--- config.mk ---
export PLATFORM = sky130hd
export DESIGN_NAME = bin2bcd_seq_flat
export DESIGN_NICKNAME = d
export VERILOG_FILES = /design/src/rtl/bin2bcd_seq_if.sv /design/src/rtl/bin2bcd_seq.sv /design/src/flat_wrapper.sv
export SDC_FILE = /design/constraint.sdc
export NUM_CORES = 1
export LEC_CHECK = 0
export BUFFER_PORTS_ARGS = -buffer_cell sky130_fd_sc_hd__buf_2
export CAP_MARGIN = 20
export CORE_MARGIN = 2
export CORE_UTILIZATION = 35
export DETAILED_ROUTE_END_ITERATION = 12
export GPL_TIMING_DRIVEN = 1
export REMOVE_ABC_BUFFERS = 1
export SLEW_MARGIN = 40
export SYNTH_ARGS = -nofsm -noshare
export SYNTH_HDL_FRONTEND = slang
export SYNTH_SLANG_ARGS = --single-unit
--- constraint.sdc ---
create_clock -name clk -period 1.5 [get_ports clk]
set_input_delay 0.075 -clock clk [delete_from_list [all_inputs] [get_ports clk]]
set_output_delay 0.075 -clock clk [all_outputs]
set_load 0.02 [all_outputs]
--- src/rtl/bin2bcd_seq_if.sv ---
// Handshake and result bundle between the adder stage, the BCD converter
// and the seven-segment controller.
interface bin2bcd_seq_if #(
  parameter int WIDTH  = 8,
  parameter int DIGITS = 3
);
  logic                  start;
  logic [WIDTH-1:0]      bin;
  logic                  signed_mode;
  logic                  busy;
  logic                  done;
  logic [4*DIGITS-1:0]   bcd;
  logic                  neg;

  modport master (
    output start, bin, signed_mode,
    input  busy, done, bcd, neg
  );

  modport slave (
    input  start, bin, signed_mode,
    output busy, done, bcd, neg
  );
endinterface

--- src/rtl/bin2bcd_seq.sv ---
// Multi-cycle binary-to-BCD converter (shift-and-add-3) with a start/done
// handshake; bcd/neg are held between completions so the display never flickers.
module bin2bcd_seq #(
  parameter int WIDTH  = 8,
  parameter int DIGITS = 3
) (
  input  logic          clk,
  input  logic          rst,
  bin2bcd_seq_if.slave  bus
);
  localparam int CW = $clog2(WIDTH + 1);
  localparam int BW = 4 * DIGITS;

  typedef enum logic {IDLE, SHIFT} state_t;

  state_t            state, state_next;
  logic [WIDTH-1:0]  shift_reg;
  logic [BW-1:0]     bcd_work;
  logic [CW-1:0]     count;
  logic              sign;

  logic [WIDTH-1:0]  neg_mag;
  logic              take_neg;
  logic [BW-1:0]     bcd_adj;
  logic [BW-1:0]     bcd_shifted;
  logic              last_iter;

  // Two's-complement magnitude; 0x80 wraps to itself and reads as 128.
  assign neg_mag  = ~bus.bin + WIDTH'(1);
  assign take_neg = bus.signed_mode & bus.bin[WIDTH-1];

  always_comb begin
    bcd_adj = bcd_work;
    for (int d = 0; d < DIGITS; d++) begin
      if (bcd_work[4*d +: 4] >= 4'd5)
        bcd_adj[4*d +: 4] = bcd_work[4*d +: 4] + 4'd3;
    end
  end

  assign bcd_shifted = {bcd_adj[BW-2:0], shift_reg[WIDTH-1]};
  assign last_iter   = (state == SHIFT) && (count == CW'(WIDTH - 1));

  always_ff @(posedge clk or posedge rst) begin
    if (rst)
      state <= IDLE;
    else
      state <= state_next;
  end

  always_comb begin
    state_next = state;
    case (state)
      IDLE:    if (bus.start) state_next = SHIFT;
      SHIFT:   if (last_iter) state_next = IDLE;
      default: state_next = IDLE;
    endcase
  end

  // The last iteration writes the shifted value straight to the held output.
  always_ff @(posedge clk or posedge rst) begin
    if (rst) begin
      shift_reg <= '0;
      bcd_work  <= '0;
      count     <= '0;
      sign      <= 1'b0;
      bus.busy  <= 1'b0;
      bus.done  <= 1'b0;
      bus.bcd   <= '0;
      bus.neg   <= 1'b0;
    end else begin
      bus.done <= 1'b0;
      case (state)
        IDLE: begin
          if (bus.start) begin
            shift_reg <= take_neg ? neg_mag : bus.bin;
            sign      <= take_neg;
            bcd_work  <= '0;
            count     <= '0;
            bus.busy  <= 1'b1;
          end
        end
        SHIFT: begin
          bcd_work  <= bcd_shifted;
          shift_reg <= {shift_reg[WIDTH-2:0], 1'b0};
          count     <= count + CW'(1);
          if (last_iter) begin
            bus.bcd  <= bcd_shifted;
            bus.neg  <= sign;
            bus.done <= 1'b1;
            bus.busy <= 1'b0;
          end
        end
        default: ;
      endcase
    end
  end
endmodule

--- src/flat_wrapper.sv ---
// flat-port wrapper written by rule: the top's interface ports become plain ports
module bin2bcd_seq_flat 
#(
  parameter int WIDTH  = 8,
  parameter int DIGITS = 3
)
  (clk, rst, bus_start, bus_bin, bus_signed_mode, bus_busy, bus_done, bus_bcd, bus_neg);
  bin2bcd_seq_if #(.WIDTH(WIDTH), .DIGITS(DIGITS)) bus_i ();
  input  logic clk;
  input  logic rst;
  input wire logic [$bits(bus_i.start)-1:0] bus_start;
  input wire logic [$bits(bus_i.bin)-1:0] bus_bin;
  input wire logic [$bits(bus_i.signed_mode)-1:0] bus_signed_mode;
  output wire logic [$bits(bus_i.busy)-1:0] bus_busy;
  output wire logic [$bits(bus_i.done)-1:0] bus_done;
  output wire logic [$bits(bus_i.bcd)-1:0] bus_bcd;
  output wire logic [$bits(bus_i.neg)-1:0] bus_neg;
  assign bus_i.start = bus_start;
  assign bus_i.bin = bus_bin;
  assign bus_i.signed_mode = bus_signed_mode;
  assign bus_busy = bus_i.busy;
  assign bus_done = bus_i.done;
  assign bus_bcd = bus_i.bcd;
  assign bus_neg = bus_i.neg;
  bin2bcd_seq #(.WIDTH(WIDTH), .DIGITS(DIGITS)) u_core (.clk(clk), .rst(rst), .bus(bus_i));
endmodule
==> reports/qor_table.md <==
| Metric | Reported | Unit |
|---|---|---|
| Count of final max-slew check failures | 0 | - |
| Placed Area | 2386 | um^2 |
| Number of diodes | 0 | - |
| Rel. slew slack | 0.6588 | - |
| Post-route clock period utilization | 0.9486 | - |
| Via density per instance | 4.920 | - |
| Count of cells along the worst hold path | 3 | - |
| Average wire per standard cell | 12.94 | um |
| Status | complete, no violations | - |
| GRT overflow | 0 | - |
| Final hold violation count | 0 | - |
| CORE AREA | 5886 | um^2 |
| Crit start category | register | - |
| Leading cell type in the layout, fill and taps excluded | sky130_fd_sc_hd__dfrtp_1 | - |
| Number of cells produced by synthesis | 211 | - |
| Post-route minimum period | 1.423 | ns |
| Final setup violation count | 0 | - |
| CP Data Required Time | 1.68 | ns |
| Largest buffer count on any clock path | 2 | - |
| Clock root buffer | sky130_fd_sc_hd__clkbuf_8 | - |
| Crit path buf inv count | 0 | - |
| Total of fill cells in the finished design | 584 | - |
| Worst-Margin Slew | 0.5118 | ns |
| DRC violations left | 0 | - |
| Cell depth of the worst flop-to-flop path | 5 | - |
| Detailed placement HPWL | 2936 | um |
| Count of TritonRoute iterations in the first routing pass | 4 | - |
| Cell leakage power | 1.271 | nW |
| Clock-pin slew of the registers on the worst-case setup and hold paths | 0.08 | ns |
| Total via count after detailed routing | 1,609 | - |
| Kind of critical path | reg2reg | - |
| Cell count along the critical path | 5 | - |
| Antenna violations before repair | 0 | - |
| Antenna-violating nets left | 0 | - |
| Wire length of the first global-routing pass | 7327 | um |
| Met1 global-route usage | 0.1713 | - |
| Total Routing Usage GR | 0.1441 | - |
| Crit. End Element | register | - |
| Wire length reported by the detailed router | 4230 | um |
| Final design area excluding fillers | 2565 | um^2 |
| CTS tree | built | - |
| Fraction of final layout cells with drive strength greater than 1 | 0.2817 | - |
| Total of max-cap violations | 0 | - |
| Detailed router's first-iteration violation count | 59 | - |
| Total clock sinks | 41 | - |
| TritonCTS buffer count | 5 | - |
| Die X-Extent | 81.82 | um |
| Yosys synthesis warning count | 0 | - |
| Cell class contributing the biggest share of worst-path delay | flip-flops | - |
| Sequential fraction of the synthesis area | 0.4841 | - |
| Source-to-sink clock delay at the later pin of the worst-skew pair | 0.29 | ns |
| Post-layout utilization of the core | 0.4358 | - |
| Num rows | 28 | - |
| Worst Hold Slack | 0.07673 | ns |
| Die Area | 6695 | um^2 |
| Vias in the first global route | 1,597 | - |
| Largest stage delay on the critical path | 0.42 | ns |
| PD cells | 2110 | nW/um^2 |
| Vertical die dimension | 81.82 | um |
| Global-route track usage on met3 | 0.03626 | - |
| DP Cell Count | 317 | - |
| GRT busiest layer | met2 | - |
| Post-layout instance count excluding filler cells | 327 | - |
| Synthesized area | 2120 | um^2 |
| Maximum level of the CTS H-tree | 2 | - |
| Maximum fanout count along the critical path | 4 | - |
| Number of port buffers | 26 | - |
| Met2 routing resource usage after global routing | 0.2504 | - |
| Net count reported at finish | 271 | - |
| Min-delay worst type | in2reg | - |
| Critical path, cell by cell | ha_2, nand2b_1, a21oi_2, mux2i_1, mux2_2 | - |
| Number of top-level pins | 27 | - |
| Synth Area per Inst | 10.05 | um^2 |
| Slowest cell on crit path | sky130_fd_sc_hd__dfrtp_1 | - |
| Count of state elements after synthesis | 41 | - |
| Synthesis-to-finish area growth | 21.02 | % |
| GPL Wtd Cong | 0.7383 | - |
| Starting density of the core | 0.3601 | - |
| Peak VDD IR | 0.8915 | mV |
| Arrival time worst endpoint | 1.61 | ns |
| Maximum achievable frequency | 0.7028 | GHz |
| Final Total Pwr | 5.413 | mW |
| Commonest cells after routing, fill and taps aside | 41 x sky130_fd_sc_hd__dfrtp_1, 26 x sky130_fd_sc_hd__buf_2, 19 x sky130_fd_sc_hd__nand2_1 | - |
| Unique masters post-synth | 31 | - |
| Fin Clk Skew | 0.006963 | ns |
| Largest net degree at the start of global routing | 42 | - |
==> metal layers <==
metal	up-vias	share of wire
met1	775	0.47
li1	801	-
met4	0	0.016
met2	27	0.48
met5	-	0
met3	6	0.034
==> cell families (layout without fill, tap and decap cells) <==
kind of cell             count (synthesis)  count (layout)  synth area share
AO/OA/AOI/OAI                           51              51            0.1440
XOR/XNOR                                 7               7           0.02893
adder cells (fa/ha/maj)                  8               8           0.04723
buffers and inverters                   23              64           0.05607
flip-flops                              41              41            0.4841
multiplexers                            14              14           0.06966
AND/OR/NAND/NOR                         67              67            0.1700
==> power breakdown <==
part	leakage (nW)	total [mW]	switching (mW)	internal, mW
clock network	0.0542	0.790	0.374	0.416
logic	0.697	2.68	1.37	1.31
registers	0.519	1.94	0.358	1.59
==> synth_stat cells <==
master                     instances  area (um^2)
sky130_fd_sc_hd__nor3b_1          11        82.58
sky130_fd_sc_hd__or3_1             1        6.260
sky130_fd_sc_hd__nand2_1          19        71.32
sky130_fd_sc_hd__nor3_1            5        25.02
sky130_fd_sc_hd__nand3_2           1        10.01
sky130_fd_sc_hd__buf_4             2        15.01
sky130_fd_sc_hd__a311oi_1          3        26.28
sky130_fd_sc_hd__a21o_1           10        75.07
sky130_fd_sc_hd__clkbuf_2          1        5.000
sky130_fd_sc_hd__ha_1              8        100.1
sky130_fd_sc_hd__and2_1            2        12.51
sky130_fd_sc_hd__o31ai_1           1        7.510
sky130_fd_sc_hd__buf_6             3        33.78
sky130_fd_sc_hd__nand3_1           4        20.02
sky130_fd_sc_hd__nand4_1           1        6.260
sky130_fd_sc_hd__nor2b_4           1        13.76
sky130_fd_sc_hd__nand2b_1          8        50.05
sky130_fd_sc_hd__a22o_1            2        17.52
sky130_fd_sc_hd__mux2i_1           8        80.08
sky130_fd_sc_hd__clkbuf_1          3        11.26
sky130_fd_sc_hd__o21ai_0          18        90.09
sky130_fd_sc_hd__inv_1            13        48.80
sky130_fd_sc_hd__mux2_2            6        67.56
sky130_fd_sc_hd__nor2_1           10        37.54
sky130_fd_sc_hd__nand2_2           1        6.260
sky130_fd_sc_hd__nor2b_1           3        18.77
sky130_fd_sc_hd__xnor2_1           7        61.31
sky130_fd_sc_hd__dfrtp_1          41         1026
sky130_fd_sc_hd__a21oi_1          16        80.08
sky130_fd_sc_hd__o311ai_0          1        8.760
sky130_fd_sc_hd__buf_2             1        5.000
==> cell type report <==
cell class                      count  area (um^2)  share of cell area
Clock buffer                        7        96.34             0.03756
Clock inverter                      1        5.005            0.001951
Inverter                           13        48.80             0.01902
Multi-Input combinational cell    147         1035              0.4034
Sequential cell                    41         1026              0.4000
Tap cell                           75        93.84             0.03659
Timing Repair Buffer               43        260.3              0.1015
==> timing repair <==
item / 4_1_cts / 5_1_grt
setup endpoints to repair: 6 / 9
pin swaps: 0 / 4
resized for setup: 3 / 12
endpoints found under the hold margin: 41 / 0
setup buffers: 0 / 1
hold buffers: 1 / 0
==> metrics by stage <==
stage                     worst slack [ns]  setup TNS, ns
after floorplan                    -0.7024         -8.175
after global placement             0.01999              0
after detailed placement          -0.03978       -0.07399
after CTS                         0.003946              0
after global routing            -0.0001766     -0.0001766
final                              0.07709              0
==> worst register-to-register path, cell delays in order, from the launching register on <==
cell and delay, ns:
sky130_fd_sc_hd__dfrtp_1 0.42, sky130_fd_sc_hd__ha_2 0.19, sky130_fd_sc_hd__nand2b_1 0.14, sky130_fd_sc_hd__a21oi_2 0.18, sky130_fd_sc_hd__mux2i_1 0.11, sky130_fd_sc_hd__mux2_2 0.27
==> final timing paths <==
check / start / endpoint / slack [ns]
worst max-delay path: u_core.bcd_work[8] / u_core.bus.bcd[10] / 0.08
worst min-delay path: bus_bin[0] / u_core.shift_reg[0] / 0.08
worst max register to register: u_core.bcd_work[8] / u_core.bus.bcd[10] / 0.08
worst min register to register: u_core.sign / u_core.bus.neg / 0.47
max in group asynchronous: rst / u_core.bcd_work[6] / 0.69
min in group asynchronous: rst / u_core.shift_reg[0] / 0.45
Power figures use the tool's default switching activity.
